$ cat src/rtl/basic_uart_pkg.sv
// Shared constants for the UART command link: protocol bytes and responder state encoding.
// Combinational definitions only; no latency and no flow control of their own.
package basic_uart_pkg;

  localparam logic [7:0] CMD_WR  = 8'h57;
  localparam logic [7:0] CMD_RD  = 8'h52;
  localparam logic [7:0] RSP_ACK = 8'h06;
  localparam logic [7:0] RSP_NAK = 8'h15;

  localparam logic [2:0] ST_IDLE      = 3'd0;
  localparam logic [2:0] ST_GET_ADDR  = 3'd1;
  localparam logic [2:0] ST_GET_DATA  = 3'd2;
  localparam logic [2:0] ST_SEND      = 3'd3;
  localparam logic [2:0] ST_WAIT_DONE = 3'd4;

  typedef enum logic [2:0] {
    S_IDLE      = ST_IDLE,
    S_GET_ADDR  = ST_GET_ADDR,
    S_GET_DATA  = ST_GET_DATA,
    S_SEND      = ST_SEND,
    S_WAIT_DONE = ST_WAIT_DONE
  } state_t;

endpackage

$ cat src/rtl/basic_uart_cmd_responder.sv
// Decodes host read/write byte commands against a 16x8 register file; reply 1 cycle after last byte at best.
// Stalls in SEND while tx_ready is low; bytes arriving while a reply is pending are dropped with err_ev.
module basic_uart_cmd_responder
  import basic_uart_pkg::*;
#(
  parameter int TIMEOUT_CYC = 1_000_000
) (
  input  logic         clk,
  input  logic         rst,
  input  logic [7:0]   rx_dat,
  input  logic         rx_dat_ev,
  input  logic         tx_ready,
  input  logic         tx_done_ev,
  output logic [7:0]   tx_dat,
  output logic         tx_wr_ev,
  output logic [127:0] regs,
  output logic         busy,
  output logic         err_ev
);

  localparam int CW = $clog2(TIMEOUT_CYC);
  localparam logic [CW-1:0] CNT_LAST = CW'(TIMEOUT_CYC - 1);

  state_t        state_q, state_d;
  logic          is_wr_q, is_wr_d;
  logic [3:0]    addr_q, addr_d;
  logic [7:0]    resp_q, resp_d;
  logic [CW-1:0] cnt_q, cnt_d;
  logic [7:0]    tx_dat_d;
  logic          tx_wr_d, err_d, reg_we;
  logic [127:0]  regs_q;

  always_ff @(posedge clk) begin
    if (!rst) begin
      state_q  <= S_IDLE;
      is_wr_q  <= 1'b0;
      addr_q   <= 4'd0;
      resp_q   <= 8'h00;
      cnt_q    <= '0;
      tx_dat   <= 8'h00;
      tx_wr_ev <= 1'b0;
      err_ev   <= 1'b0;
      regs_q   <= '0;
    end else begin
      state_q  <= state_d;
      is_wr_q  <= is_wr_d;
      addr_q   <= addr_d;
      resp_q   <= resp_d;
      cnt_q    <= cnt_d;
      tx_dat   <= tx_dat_d;
      tx_wr_ev <= tx_wr_d;
      err_ev   <= err_d;
      if (reg_we) regs_q[{addr_q, 3'b000} +: 8] <= rx_dat;
    end
  end

  always_comb begin
    state_d  = state_q;
    is_wr_d  = is_wr_q;
    addr_d   = addr_q;
    resp_d   = resp_q;
    cnt_d    = '0;
    tx_dat_d = tx_dat;
    tx_wr_d  = 1'b0;
    err_d    = 1'b0;
    reg_we   = 1'b0;
    case (state_q)
      S_IDLE: begin
        if (rx_dat_ev) begin
          if (rx_dat == CMD_WR || rx_dat == CMD_RD) begin
            is_wr_d = (rx_dat == CMD_WR);
            state_d = S_GET_ADDR;
          end else begin
            resp_d  = RSP_NAK;
            err_d   = 1'b1;
            state_d = S_SEND;
          end
        end
      end
      S_GET_ADDR, S_GET_DATA: begin
        // An arriving byte always beats a timeout in the same cycle.
        if (rx_dat_ev) begin
          if (state_q == S_GET_DATA) begin
            reg_we  = 1'b1;
            resp_d  = RSP_ACK;
            state_d = S_SEND;
          end else if (rx_dat[7:4] != 4'd0) begin
            resp_d  = RSP_NAK;
            err_d   = 1'b1;
            state_d = S_SEND;
          end else if (!is_wr_q) begin
            resp_d  = regs_q[{rx_dat[3:0], 3'b000} +: 8];
            state_d = S_SEND;
          end else begin
            addr_d  = rx_dat[3:0];
            state_d = S_GET_DATA;
          end
        end else if (cnt_q >= CNT_LAST) begin
          err_d   = 1'b1;
          state_d = S_IDLE;
        end else begin
          cnt_d = cnt_q + CW'(1);
        end
      end
      S_SEND: begin
        if (rx_dat_ev) begin
          err_d = 1'b1;
        end else if (tx_ready) begin
          tx_dat_d = resp_q;
          tx_wr_d  = 1'b1;
          state_d  = S_WAIT_DONE;
        end
      end
      S_WAIT_DONE: begin
        if (rx_dat_ev) err_d = 1'b1;
        if (tx_done_ev) state_d = S_IDLE;
      end
      default: state_d = S_IDLE;
    endcase
  end

  assign regs = regs_q;
  assign busy = (state_q != S_IDLE);

endmodule

$ cat config.mk
export PLATFORM = sky130hd
export DESIGN_NAME = basic_uart_cmd_responder
export DESIGN_NICKNAME = d
export VERILOG_FILES = /design/src/rtl/basic_uart_pkg.sv /design/src/rtl/basic_uart_cmd_responder.sv
export SDC_FILE = /design/constraint.sdc
export NUM_CORES = 1
export LEC_CHECK = 0
export BUFFER_PORTS_ARGS = -buffer_cell sky130_fd_sc_hd__buf_2
export CAP_MARGIN = 20
export CORE_UTILIZATION = 44
export CTS_CLUSTER_SIZE = 8
export DETAILED_ROUTE_END_ITERATION = 12
export PLACE_DENSITY = 0.65
export SLEW_MARGIN = 15
export SYNTH_ARGS = -nofsm -noshare
export SYNTH_HDL_FRONTEND = slang
export SYNTH_SLANG_ARGS = --single-unit
$ cat constraint.sdc
create_clock -name clk -period 2.4 [get_ports clk]
set_input_delay 0.48 -clock clk [delete_from_list [all_inputs] [get_ports clk]]
set_output_delay 0.48 -clock clk [all_outputs]
set_load 0.05 [all_outputs]
# After elaboration in Yosys (flattened, before gate mapping)
# Index checks and enable logic that the tools add are counted.
[word_totals] word_cells=80 in_bits=13 register_bits=174 out_inout_bits=139
[op_classes] bitwise_logic=6 shift=3 magnitude_cmp=1 eq_ne=14 add_sub_neg=2 muxes=31 n_reduce_logical=14
[op_table] op="128-bit bitwise mux" n=1
[op_table] op="8-bit by 9-bit variable shift with 128-bit output, first input constant" n=1
[op_table] op="128-bit by 8-bit variable part select with 8-bit output" n=1
[op_table] op="8-bit by 9-bit variable part select with 128-bit output" n=1
[op_table] op="8-bit 2-to-1 mux" n=6
[op_table] op="20-bit by 1-bit adder with 20-bit output, second input constant" n=1
[op_table] op="20-bit greater-or-equal comparator, second input constant" n=1
[op_table] op="3-bit 2-to-1 mux" n=6
[op_table] op="8-bit by 7-bit equality test with 1-bit output, second input constant" n=2
[op_table] op="8-bit case mux with 2 select lines" n=1
[op_table] op="5-bit AND reduction" n=3
[op_table] op="1-bit 2-to-1 mux" n=14
[op_table] op="2-bit inequality test, second input constant" n=6
[op_table] op="3-bit case mux with 4 select lines" n=1
[op_table] op="7-bit negator with 9-bit output" n=1
[op_table] op="3-bit by 2-bit equality test with 1-bit output, second input constant" n=2
[op_table] op="1-bit inverter" n=6
[op_table] op="3-bit AND reduction" n=2
[op_table] op="4-bit inequality test, second input constant" n=1
[op_table] op="4-bit nonzero test" n=1
[op_table] op="2-bit OR reduction" n=2
[op_table] op="4-bit OR reduction" n=1
[op_table] op="3-bit by 1-bit equality test with 1-bit output, second input constant" n=1
[op_table] op="3-bit equality test, second input constant" n=1
[op_table] op="other kinds (8)" n=8

# Depth between registers and ports, before layout
# Gate-level depths: netlist of run 1.
[logic_depth] ltp_word=6 depth_mapped=9 depth_no_buf=7

# Least setup slack after synthesis of run 1
# No wires, ideal clock.
[synth_path] path_kind="register -> register" from="register addr_q[0]" to="register regs_q[18], in the netlist regs[18]" path_slack_ps=366 path_buffers=1 path_stages_with_launch=9 setup_time_ps=128 period_less_slack_ps=2034 t_arrival_ps=1907 required_time_ps=2272 cell_sequence="dfxtp_1 > inv_1 > ha_1 > or2_1 > o21ai_1 > a2bb2oi_2 > or3_1 > buf_2 > mux2i_1"
[synth_via] elab_chain_len=3 word_cells_on_any_way=4 classes_between="add/sub (1); shift (2); mux (1)"
[synth_rtl] item="start: declaration" line_no="basic_uart_cmd_responder.sv:26" source="logic [3:0] addr_q, addr_d;"
[synth_rtl] item="start signal: assignment" line_no="basic_uart_cmd_responder.sv:47" source="addr_q <= addr_d;"
[synth_rtl] item="7-bit negator with 9-bit output *" line_no="basic_uart_cmd_responder.sv:53" source="if (reg_we) regs_q[{addr_q, 3'b000} +: 8] <= rx_dat;"
[synth_rtl] item="8-bit by 9-bit variable part select with 128-bit output or 8-bit by 9-bit variable shift with 128-bit output (tied branches)" line_no="basic_uart_cmd_responder.sv:53"
[synth_rtl] item="128-bit bitwise mux *" line_no="basic_uart_cmd_responder.sv:53"
[synth_rtl] item="end signal: indexed assignment" line_no="basic_uart_cmd_responder.sv:53"
[synth_rtl] item="end: declaration" line_no="basic_uart_cmd_responder.sv:31" source="logic [127:0] regs_q;"
# Every way passes the cells marked *; elsewhere a longest branch is shown, timed or not.
# A chain may end at the register's enable or synchronous reset.

# Worst setup path after layout of run 1
[layout_path] from="register addr_q[0]" to="register regs_q[61], in the netlist regs[61]"
# The elaborated chain is that of the path after synthesis.

==> results of run 1 <==
## area by class of cell
type                       count  area, µm²
fill                        1561       7780
clock buffer                  19        453
tap                          225        282
timing repair buffer         200       1150
multi-input combinational    539       4100
sequential                   174       3480
inverter                      13       48.8
clock inverter                13        125
## repair_timing
action                                  CTS  global route
gates resized for setup                   0             3
buffers inserted                          0             1
endpoints found under the setup margin    0            48
## worst min-delay path: cells and delay by family
| kind | cells | cell delay, ns |
|---|---|---|
| buffers and inverters | 2 | 0.14 |
| and+or+nand+nor | 1 | 0.04 |
| AOI/OAI and AO/OA | 1 | 0.05 |
## worst max-delay path by stage
stage          startpoint         to  depth (start not counted)
2_1_floorplan   addr_q[0]   regs[18]                          8
3_3_place_gp    addr_q[0]   regs[22]                          7
3_5_place_dp    rx_dat[1]  resp_q[4]                          5
4_1_cts         addr_q[0]   regs[19]                          7
5_1_grt         addr_q[0]   regs[62]                          8
6_report        addr_q[0]   regs[61]                          7
## per-layer routing
layer	track usage (%)	part of all wire, %	vias up
met5	0	0	-
li1	-	-	3120
met3	4.90	7.2	39
met4	12.1	3.7	0
met2	38.9	45	272
met1	36.1	44	3170
## stage by stage
stage	setup WS, ns	utilization (%)	total power (W)	std cells
floorplan	0.366	-	0.00367	782
global placement	0.101	51.8	0.00396	1150
detailed placement	0.0806	51.8	0.00397	1150
CTS	0.0715	55.2	0.00666	1182
global route	-0.117	55.4	0.00687	1183
finish	0.0710	55.4	0.00664	1183
## flip-flops by register name, indices dropped and copies added, names as in the netlist
signal / cells
cnt_q: 20
regs: 128
err_ev: 1
tx_wr_ev: 1
tx_dat: 8
is_wr_q: 1
state_q: 3
resp_q: 8
addr_q: 4
## power by group
part | internal, W | switching, W
clock network | 0.00151 | 0.00122
logic | 0.000309 | 0.000584
registers | 0.00295 | 0.0000673
total | 0.00477 | 0.00187
## synth_stat cells (10+ instances only)
| cell | instances | area share (%) |
|---|---|---|
| nor2_1 | 78 | 3.7 |
| mux2i_1 | 117 | 15 |
| mux4_2 | 24 | 6.9 |
| xnor2_1 | 10 | 1.1 |
| nand3_1 | 51 | 3.2 |
| dfxtp_1 | 174 | 44 |
| mux4_1 | 10 | 3.3 |
| buf_2 | 20 | 1.3 |
| clkbuf_1 | 26 | 1.2 |
| nor3_1 | 11 | 0.70 |
| o21ai_0 | 38 | 2.4 |
| inv_1 | 13 | 0.62 |
| nand2_1 | 91 | 4.3 |
## cells by family after synthesis
group,count (synthesis)
mux,151
compound gates,80
xor+xnor,19
flops,174
buf+inv,69
fa+ha+maj,2
simple gates,287
==> flow_metrics.env, run 1 <==
export IMPL_grt_pass1_vias=6266
export IMPL_initial_core_util_pct=45.2
export IMPL_max_slew_margin_pct=59.9
export IMPL_yosys_warnings=0
export IMPL_max_clock_freq_mhz=429
export IMPL_drive_gt1_share_pct=29.0
export IMPL_critPathKind="reg -> reg"
export IMPL_rsz0062_at_grt="true"
export IMPL_die_height_um=136
export IMPL_min_path_type="in -> reg"
export IMPL_grtUsageTotal_pct=26.0
export IMPL_drc_errors=0
export IMPL_clkTransAtPathRegs_ns=0.07
export IMPL_synth_xor_area_share_pct=2.11
export IMPL_dieArea_um2=18400
export IMPL_cp_buffers_inverters=2
export IMPL_worstMarginPinSlew_ns=0.596
export IMPL_setup_viol=0
export IMPL_path_cells="inv_1 -> ha_1 -> buf_4 -> nor2b_2 -> a32oi_1 -> or3_1 -> o21ai_0"
export IMPL_finalSetupTns_ns=0
export IMPL_cp_top_family="simple AND/OR/NAND/NOR gates"
export IMPL_antenna_found_initial=0
export IMPL_critPathSlowestCell="or3_1"
export IMPL_end_kind="flop"
export IMPL_first_pass_iters=5
export IMPL_clock_skew_ns=0.00960
export IMPL_cts_root_buf="clkbuf_16"
export IMPL_die_w_um=136
export IMPL_syn_area_um2=7880
export IMPL_crit_fanout=16
export IMPL_placed_area_um2=9030
export IMPL_numCtsBuffers=17
export IMPL_r2r_cells=7
export IMPL_routed_wl_mm=23.2
export IMPL_gr_total_overflow=0
export IMPL_synth_top_family_by_area="multiplexers"
export IMPL_hold_ws_ns=0.334
export IMPL_maxCapViolations=0
export IMPL_synth_ff_latch_count=174
export IMPL_p_leak_nw=4.28
export IMPL_stdcell_area_um2=9640
export IMPL_synth_async_reset_ratio_pct=0
export IMPL_synthMuxAreaShare_pct=25.1
export IMPL_final_nets=960
export IMPL_postRouteAntennaNets=0
export IMPL_worst_ep_required_time_ns=2.69
export IMPL_r2r_slack_ns=0.07
export IMPL_coreArea_um2=17400
export IMPL_synthAdderAreaFrac_pct=0.318
export IMPL_synth_simple_gate_area_share_pct=18.1
export IMPL_vias=6601
export IMPL_cts_sinks=174
export IMPL_syn_area_per_cell_um2=10.1
export IMPL_min_period_ns=2.33
export IMPL_final_common_cell="dfxtp_1"
export IMPL_cts_buffer_depth=2
export IMPL_drt_iter0_drc=387
export IMPL_ir_worst_vdd_mv=0.506
export IMPL_htree_levels=4
export IMPL_start_kind="flop"
export IMPL_globalplace_congestion=0.882
export IMPL_synth_compound_area_share_pct=6.26
export IMPL_min_from="tx_done_ev"
export IMPL_outcome="finished clean"
export IMPL_fp_row_count=48
export IMPL_final_cell_mix="dfxtp_1, buf_2, mux2i_1"
export IMPL_diodes=0
export IMPL_grt_max_degree=29
export IMPL_worstReg2RegEnd="regs[61]"
export IMPL_syn_num_nets=797
export IMPL_slew_viol_final=0
export IMPL_crit_arrival_ns=2.62
export IMPL_synth_edf_count=0
export IMPL_cp_slowest_stage_delay_ns=0.53
export IMPL_synthCells=782
export IMPL_synthFlopType="dfxtp_1"
export IMPL_synth_seq_area_share_pct=44.2
export IMPL_cts_hold_buffers=0
export IMPL_netlist_cell_type_count=58
export IMPL_port_buffer_count=151
export IMPL_power_density_nw_per_um2=688
export IMPL_drt_vias_per_instance=5.58
export IMPL_clock_latency_ns=0.43
export IMPL_wire_per_inst_um=19.6
export IMPL_post_route_period_util_pct=97.0
export IMPL_grt_pass1_wl_mm=35.7
export IMPL_hold_end="state_q[2]"
export IMPL_whs_path_depth=4
export IMPL_cts_tree="built"
export IMPL_dp_hpwl_mm=16.8
export IMPL_syn_to_final_growth_pct=22.4
export IMPL_ios=152
export IMPL_finalHoldViolations=0
export IMPL_rr_startpoint="addr_q[0]"
Note: power is estimated with default switching activity, not from simulation.
==> run 2: changes to the inputs <==
==> constraint.sdc (replaced) <==
create_clock -name clk -period 2.2 [get_ports clk]
set_input_delay 0.44 -clock clk [delete_from_list [all_inputs] [get_ports clk]]
set_output_delay 0.44 -clock clk [all_outputs]
set_load 0.05 [all_outputs]
==> flow_metrics.env, run 2 (synthesized netlist as in run 1, its figures left out) <==
export IMPL_outcome="finished clean"
export IMPL_final_nets=973
export IMPL_initial_core_util_pct=45.2
export IMPL_regArea_um2=3480
export IMPL_grt_pass1_wl_mm=36.0
export IMPL_min_path_type="in -> reg"
export IMPL_gr_total_overflow=0
export IMPL_worstMarginPinSlew_ns=0.536
export IMPL_p_leak_nw=4.34
export IMPL_swShare_pct=29.8
export IMPL_maxCapViolations=0
export IMPL_setup_viol=0
export IMPL_clock_power_share_pct=41.0
export IMPL_met3_wirelength_mm=1.63
export IMPL_stdcell_area_um2=9790
export IMPL_switchingPower_w=0.00217
export IMPL_vias=6634
export IMPL_postRouteAntennaNets=0
export IMPL_intPower_w=0.00510
export IMPL_coreArea_um2=17400
export IMPL_fillCellCount=1578
export IMPL_max_clock_freq_mhz=483
export IMPL_dp_hpwl_mm=16.9
export IMPL_syn_to_final_growth_pct=24.3
export IMPL_drive_gt1_share_pct=30.2
export IMPL_cts_tree="built"
export IMPL_final_common_cell="dfxtp_1"
export IMPL_p_seq_share_pct=45.6
export IMPL_largest_register_ffs=128
export IMPL_cts_buffer_depth=2
export IMPL_post_route_period_util_pct=94.0
export IMPL_whs_path_depth=4
export IMPL_power_w=0.00727
export IMPL_rr_startpoint="addr_q[0]"
export IMPL_diodes=0
export IMPL_max_slew_margin_pct=64.3
export IMPL_critPathSlowestCell="dfxtp_1"
export IMPL_wire_per_inst_um=19.5
export IMPL_antenna_found_initial=1
export IMPL_globalplace_congestion=0.852
export IMPL_grt_max_degree=75
export IMPL_power_density_nw_per_um2=742
export IMPL_routed_wl_met2_mm=11.0
export IMPL_die_w_um=136
export IMPL_routed_wl_mm=23.3
export IMPL_fp_row_count=48
export IMPL_end_kind="flop"
export IMPL_combinationalPowerShare_pct=13.4
export IMPL_finalHoldViolations=0
export IMPL_drc_errors=0
export IMPL_drt_vias_per_instance=5.55
export IMPL_multiInputGateArea_um2=4110
export IMPL_hold_end="state_q[2]"
export IMPL_numCtsBuffers=17
export IMPL_clock_skew_ns=0.0130
export IMPL_worstReg2RegEnd="regs[29]"
export IMPL_ir_worst_vdd_mv=0.553
export IMPL_wl_met1_mm=10.2
export IMPL_first_pass_iters=5
export IMPL_start_kind="flop"
export IMPL_final_cell_mix="dfxtp_1, buf_2, mux2i_1"
export IMPL_r2r_slack_ns=0.13
export IMPL_top_layer="met4"
export IMPL_cts_hold_buffers=0
export IMPL_ios=152
export IMPL_grtUsageTotal_pct=26.2
export IMPL_rsz0062_at_grt="false"
export IMPL_critPathKind="reg -> reg"
export IMPL_htree_levels=4
export IMPL_hold_ws_ns=0.286
export IMPL_r2r_cells=8
export IMPL_placed_area_um2=9180
export IMPL_min_from="tx_done_ev"
export IMPL_path_cells="inv_1 -> ha_1 -> or2_1 -> o21ai_1 -> a2bb2oi_2 -> or3_1 -> buf_4 -> mux2i_1"
export IMPL_cts_sinks=174
export IMPL_slew_viol_final=0
export IMPL_worst_ep_required_time_ns=2.50
export IMPL_grt_pass1_vias=6294
export IMPL_clkTransAtPathRegs_ns=0.08
export IMPL_drt_iter0_drc=592
export IMPL_dieArea_um2=18400
export IMPL_clock_latency_ns=0.44
export IMPL_die_height_um=136
export IMPL_cts_root_buf="clkbuf_16"
export IMPL_port_buffer_count=151
export IMPL_crit_fanout=8
export IMPL_crit_arrival_ns=2.36
export IMPL_min_period_ns=2.07
export IMPL_cp_slowest_stage_delay_ns=0.33
[run 2: worst max-delay path by stage]
stage,from,to,slack (ns)
global placement,rx_dat[1],resp_q[3],0.002
detailed placement,rx_dat[1],resp_q[1],-0.0007
finish,addr_q[0],regs[29],0.13
CTS,addr_q[0],regs[59],0.02
floorplan,addr_q[0],regs[18],0.17
global route,addr_q[0],regs[27],0.003
[run 2: layout make-up]
type | instances | share of cell area (%)
tap | 225 | 2.88
sequential | 174 | 35.6
multi-input combinational | 539 | 42.0
clock buffer | 18 | 4.49
inverter | 13 | 0.498
clock inverter | 14 | 1.46
timing repair buffer | 213 | 13.1
[run 2: routing by layer]
| layer | global-route usage [%] | up-vias |
|---|---|---|
| li1 | - | 3148 |
| met5 | 0 | - |
| met1 | 34.9 | 3179 |
| met3 | 5.61 | 35 |
| met2 | 41.7 | 272 |
| met4 | 9.11 | 0 |
[run 2: power groups by stage]
stage | clock network, W | logic (W) | registers [W]
6_report | 0.00298 | 0.000977 | 0.00331
5_1_grt | 0.00316 | 0.00106 | 0.00332
4_1_cts | 0.00301 | 0.000957 | 0.00331
3_5_place_dp | 0 | 0.000954 | 0.00338
3_3_place_gp | 0 | 0.000947 | 0.00338
2_1_floorplan | 0 | 0.000585 | 0.00342
[run 2: metrics by stage]
| stage | TNS, ns | util [%] | worst slack [ns] | instances |
|---|---|---|---|---|
| 2_1_floorplan | 0 | - | 0.166 | 782 |
| 3_3_place_gp | 0 | 52.7 | 0.00198 | 1164 |
| 3_5_place_dp | -0.000701 | 52.7 | -0.000701 | 1164 |
| 4_1_cts | 0 | 56.1 | 0.0223 | 1196 |
| 5_1_grt | 0 | 56.2 | 0.00285 | 1196 |
| 6_report | 0 | 56.2 | 0.131 | 1196 |
[run 2: timing repair]
action	CTS	global route
buffers inserted	0	0
resized for setup	0	5
endpoints found under the setup margin	0	30
endpoints found under the hold margin	0	0
[run 2: worst max-delay path: cells and delay by family, from the launching register on]
kind / cells / cell delay [ns]
adders and majority gates: 1 / 0.26
AOI/OAI and AO/OA: 2 / 0.37
buffers and inverters: 2 / 0.28
DFF: 1 / 0.33
muxes: 1 / 0.14
and+or+nand+nor: 2 / 0.55
==> run 3: changes to the inputs <==
==> constraint.sdc (replaced) <==
create_clock -name clk -period 2.2 [get_ports clk]
set_input_delay 0.22 -clock clk [delete_from_list [all_inputs] [get_ports clk]]
set_output_delay 0.22 -clock clk [all_outputs]
set_load 0.05 [all_outputs]
==> flow_metrics.env, run 3 (synthesized netlist as in run 1, its figures left out) <==
export IMPL_drt_vias_per_instance=5.52
export IMPL_min_period_ns=2.09
export IMPL_grtUsageMet1_pct=33.4
export IMPL_ir_worst_vdd_mv=0.623
export IMPL_final_cell_mix="dfxtp_1, buf_2, mux2i_1"
export IMPL_gr_total_overflow=0
export IMPL_start_kind="flop"
export IMPL_vias=6491
export IMPL_cts_sinks=174
export IMPL_fillCellCount=1603
export IMPL_crit_fanout=8
export IMPL_min_path_type="in -> reg"
export IMPL_die_height_um=136
export IMPL_outcome="finished clean"
export IMPL_drc_errors=0
export IMPL_grt_pass1_wl_mm=34.6
export IMPL_critPathKind="reg -> reg"
export IMPL_port_buffer_count=151
export IMPL_met2_usage_pct=38.9
export IMPL_worstMarginPinSlew_ns=0.647
export IMPL_gr_max_usage_layer="met2"
export IMPL_drive_gt1_share_pct=28.7
export IMPL_finalSetupTns_ns=0
export IMPL_p_leak_nw=4.25
export IMPL_power_w=0.00712
export IMPL_final_cells=1176
export IMPL_regArea_um2=3480
export IMPL_dp_hpwl_mm=16.3
export IMPL_slew_viol_final=0
export IMPL_wire_per_inst_um=19.2
export IMPL_place_ws_ns=0.0674
export IMPL_gr_usage_met3_pct=7.22
export IMPL_numCtsBuffers=17
export IMPL_cts_buffer_depth=2
export IMPL_placed_area_um2=9030
export IMPL_fin_ws_ns=0.112
export IMPL_cts_tree="built"
export IMPL_rsz0062_at_grt="false"
export IMPL_final_nets=953
export IMPL_clock_latency_ns=0.44
export IMPL_fp_row_count=48
export IMPL_diodes=0
export IMPL_grt_max_degree=56
export IMPL_post_cts_buffers=0
export IMPL_grt_pass1_vias=6041
export IMPL_globalplace_congestion=0.867
export IMPL_max_clock_freq_mhz=479
export IMPL_cts_root_buf="clkbuf_16"
export IMPL_routed_wl_mm=22.6
export IMPL_final_common_cell="dfxtp_1"
export IMPL_dp_cells=1144
export IMPL_setup_viol=0
export IMPL_coreArea_um2=17400
export IMPL_max_slew_margin_pct=56.8
export IMPL_die_w_um=136
export IMPL_initial_core_util_pct=45.2
export IMPL_crit_arrival_ns=2.38
export IMPL_postRouteAntennaNets=0
export IMPL_ios=152
export IMPL_end_kind="flop"
export IMPL_htree_levels=4
export IMPL_drt_iter0_drc=459
export IMPL_worst_ep_required_time_ns=2.50
export IMPL_grtUsageTotal_pct=25.2
export IMPL_finalHoldViolations=0
export IMPL_antenna_found_initial=0
export IMPL_stdcell_area_um2=9620
export IMPL_syn_to_final_growth_pct=22.1
export IMPL_first_pass_iters=5
export IMPL_clkTransAtPathRegs_ns=0.07
export IMPL_maxCapViolations=0
export IMPL_power_density_nw_per_um2=740
export IMPL_dieArea_um2=18400
export IMPL_largest_register_ffs=128
export IMPL_clock_skew_ns=0.0104
export IMPL_post_route_period_util_pct=94.9
export IMPL_multiInputGateArea_um2=4110
[run 3: layer usage]
| metal | vias up | share of wire (%) |
|---|---|---|
| li1 | 3095 | - |
| met1 | 3140 | 44 |
| met2 | 225 | 46 |
| met3 | 31 | 7.3 |
| met4 | 0 | 2.1 |
| met5 | - | 0 |
[run 3: final timing paths]
kind / slack [ns] / startpoint / to / cells past startpoint
max: 0.11 / addr_q[0] / regs[26] / 7
min: 0.08 / tx_done_ev / state_q[2] / 4
max reg2reg: 0.11 / addr_q[0] / regs[26] / 7
min reg2reg: 0.46 / cnt_q[0] / cnt_q[0] / 1
[run 3: final cells by class]
cell class              instances  share of cell area [%]
flip-flops and latches        174                    36.2
repair buffers                193                    11.8
multi-input cells             539                    42.7
clock buffers                  18                    4.57
well taps                     225                    2.93
clock inverters                14                    1.27
inverters                      13                   0.507
[run 3: report_power, final]
part	leakage (nW)	switching, W	internal [W]
logic	2.57	0.000612	0.000309
registers	1.40	0.0000690	0.00322
clock network	0.276	0.00138	0.00152
total	4.25	0.00206	0.00505
[run 3: critical path: stages, from the launching register on]
cell	delay, ns
dfxtp_1	0.33
inv_1	0.07
ha_1	0.27
or2_1	0.23
o21ai_1	0.23
a2bb2oi_2	0.11
or3_1	0.52
mux2i_1	0.19
[run 3: metrics by stage]
stage / hold slack, ns / util (%)
after CTS: 0.0682 / 55.1
after global routing: 0.0811 / 55.2
after global placement: 0.446 / 51.9
final: 0.0775 / 55.2
after floorplan: 0.399 / -
after detailed placement: 0.456 / 51.9
[run 3: timing repair]
item	in CTS	in global routing
endpoints found under the setup margin	0	30
hold buffers	0	0
gates resized for setup	0	5
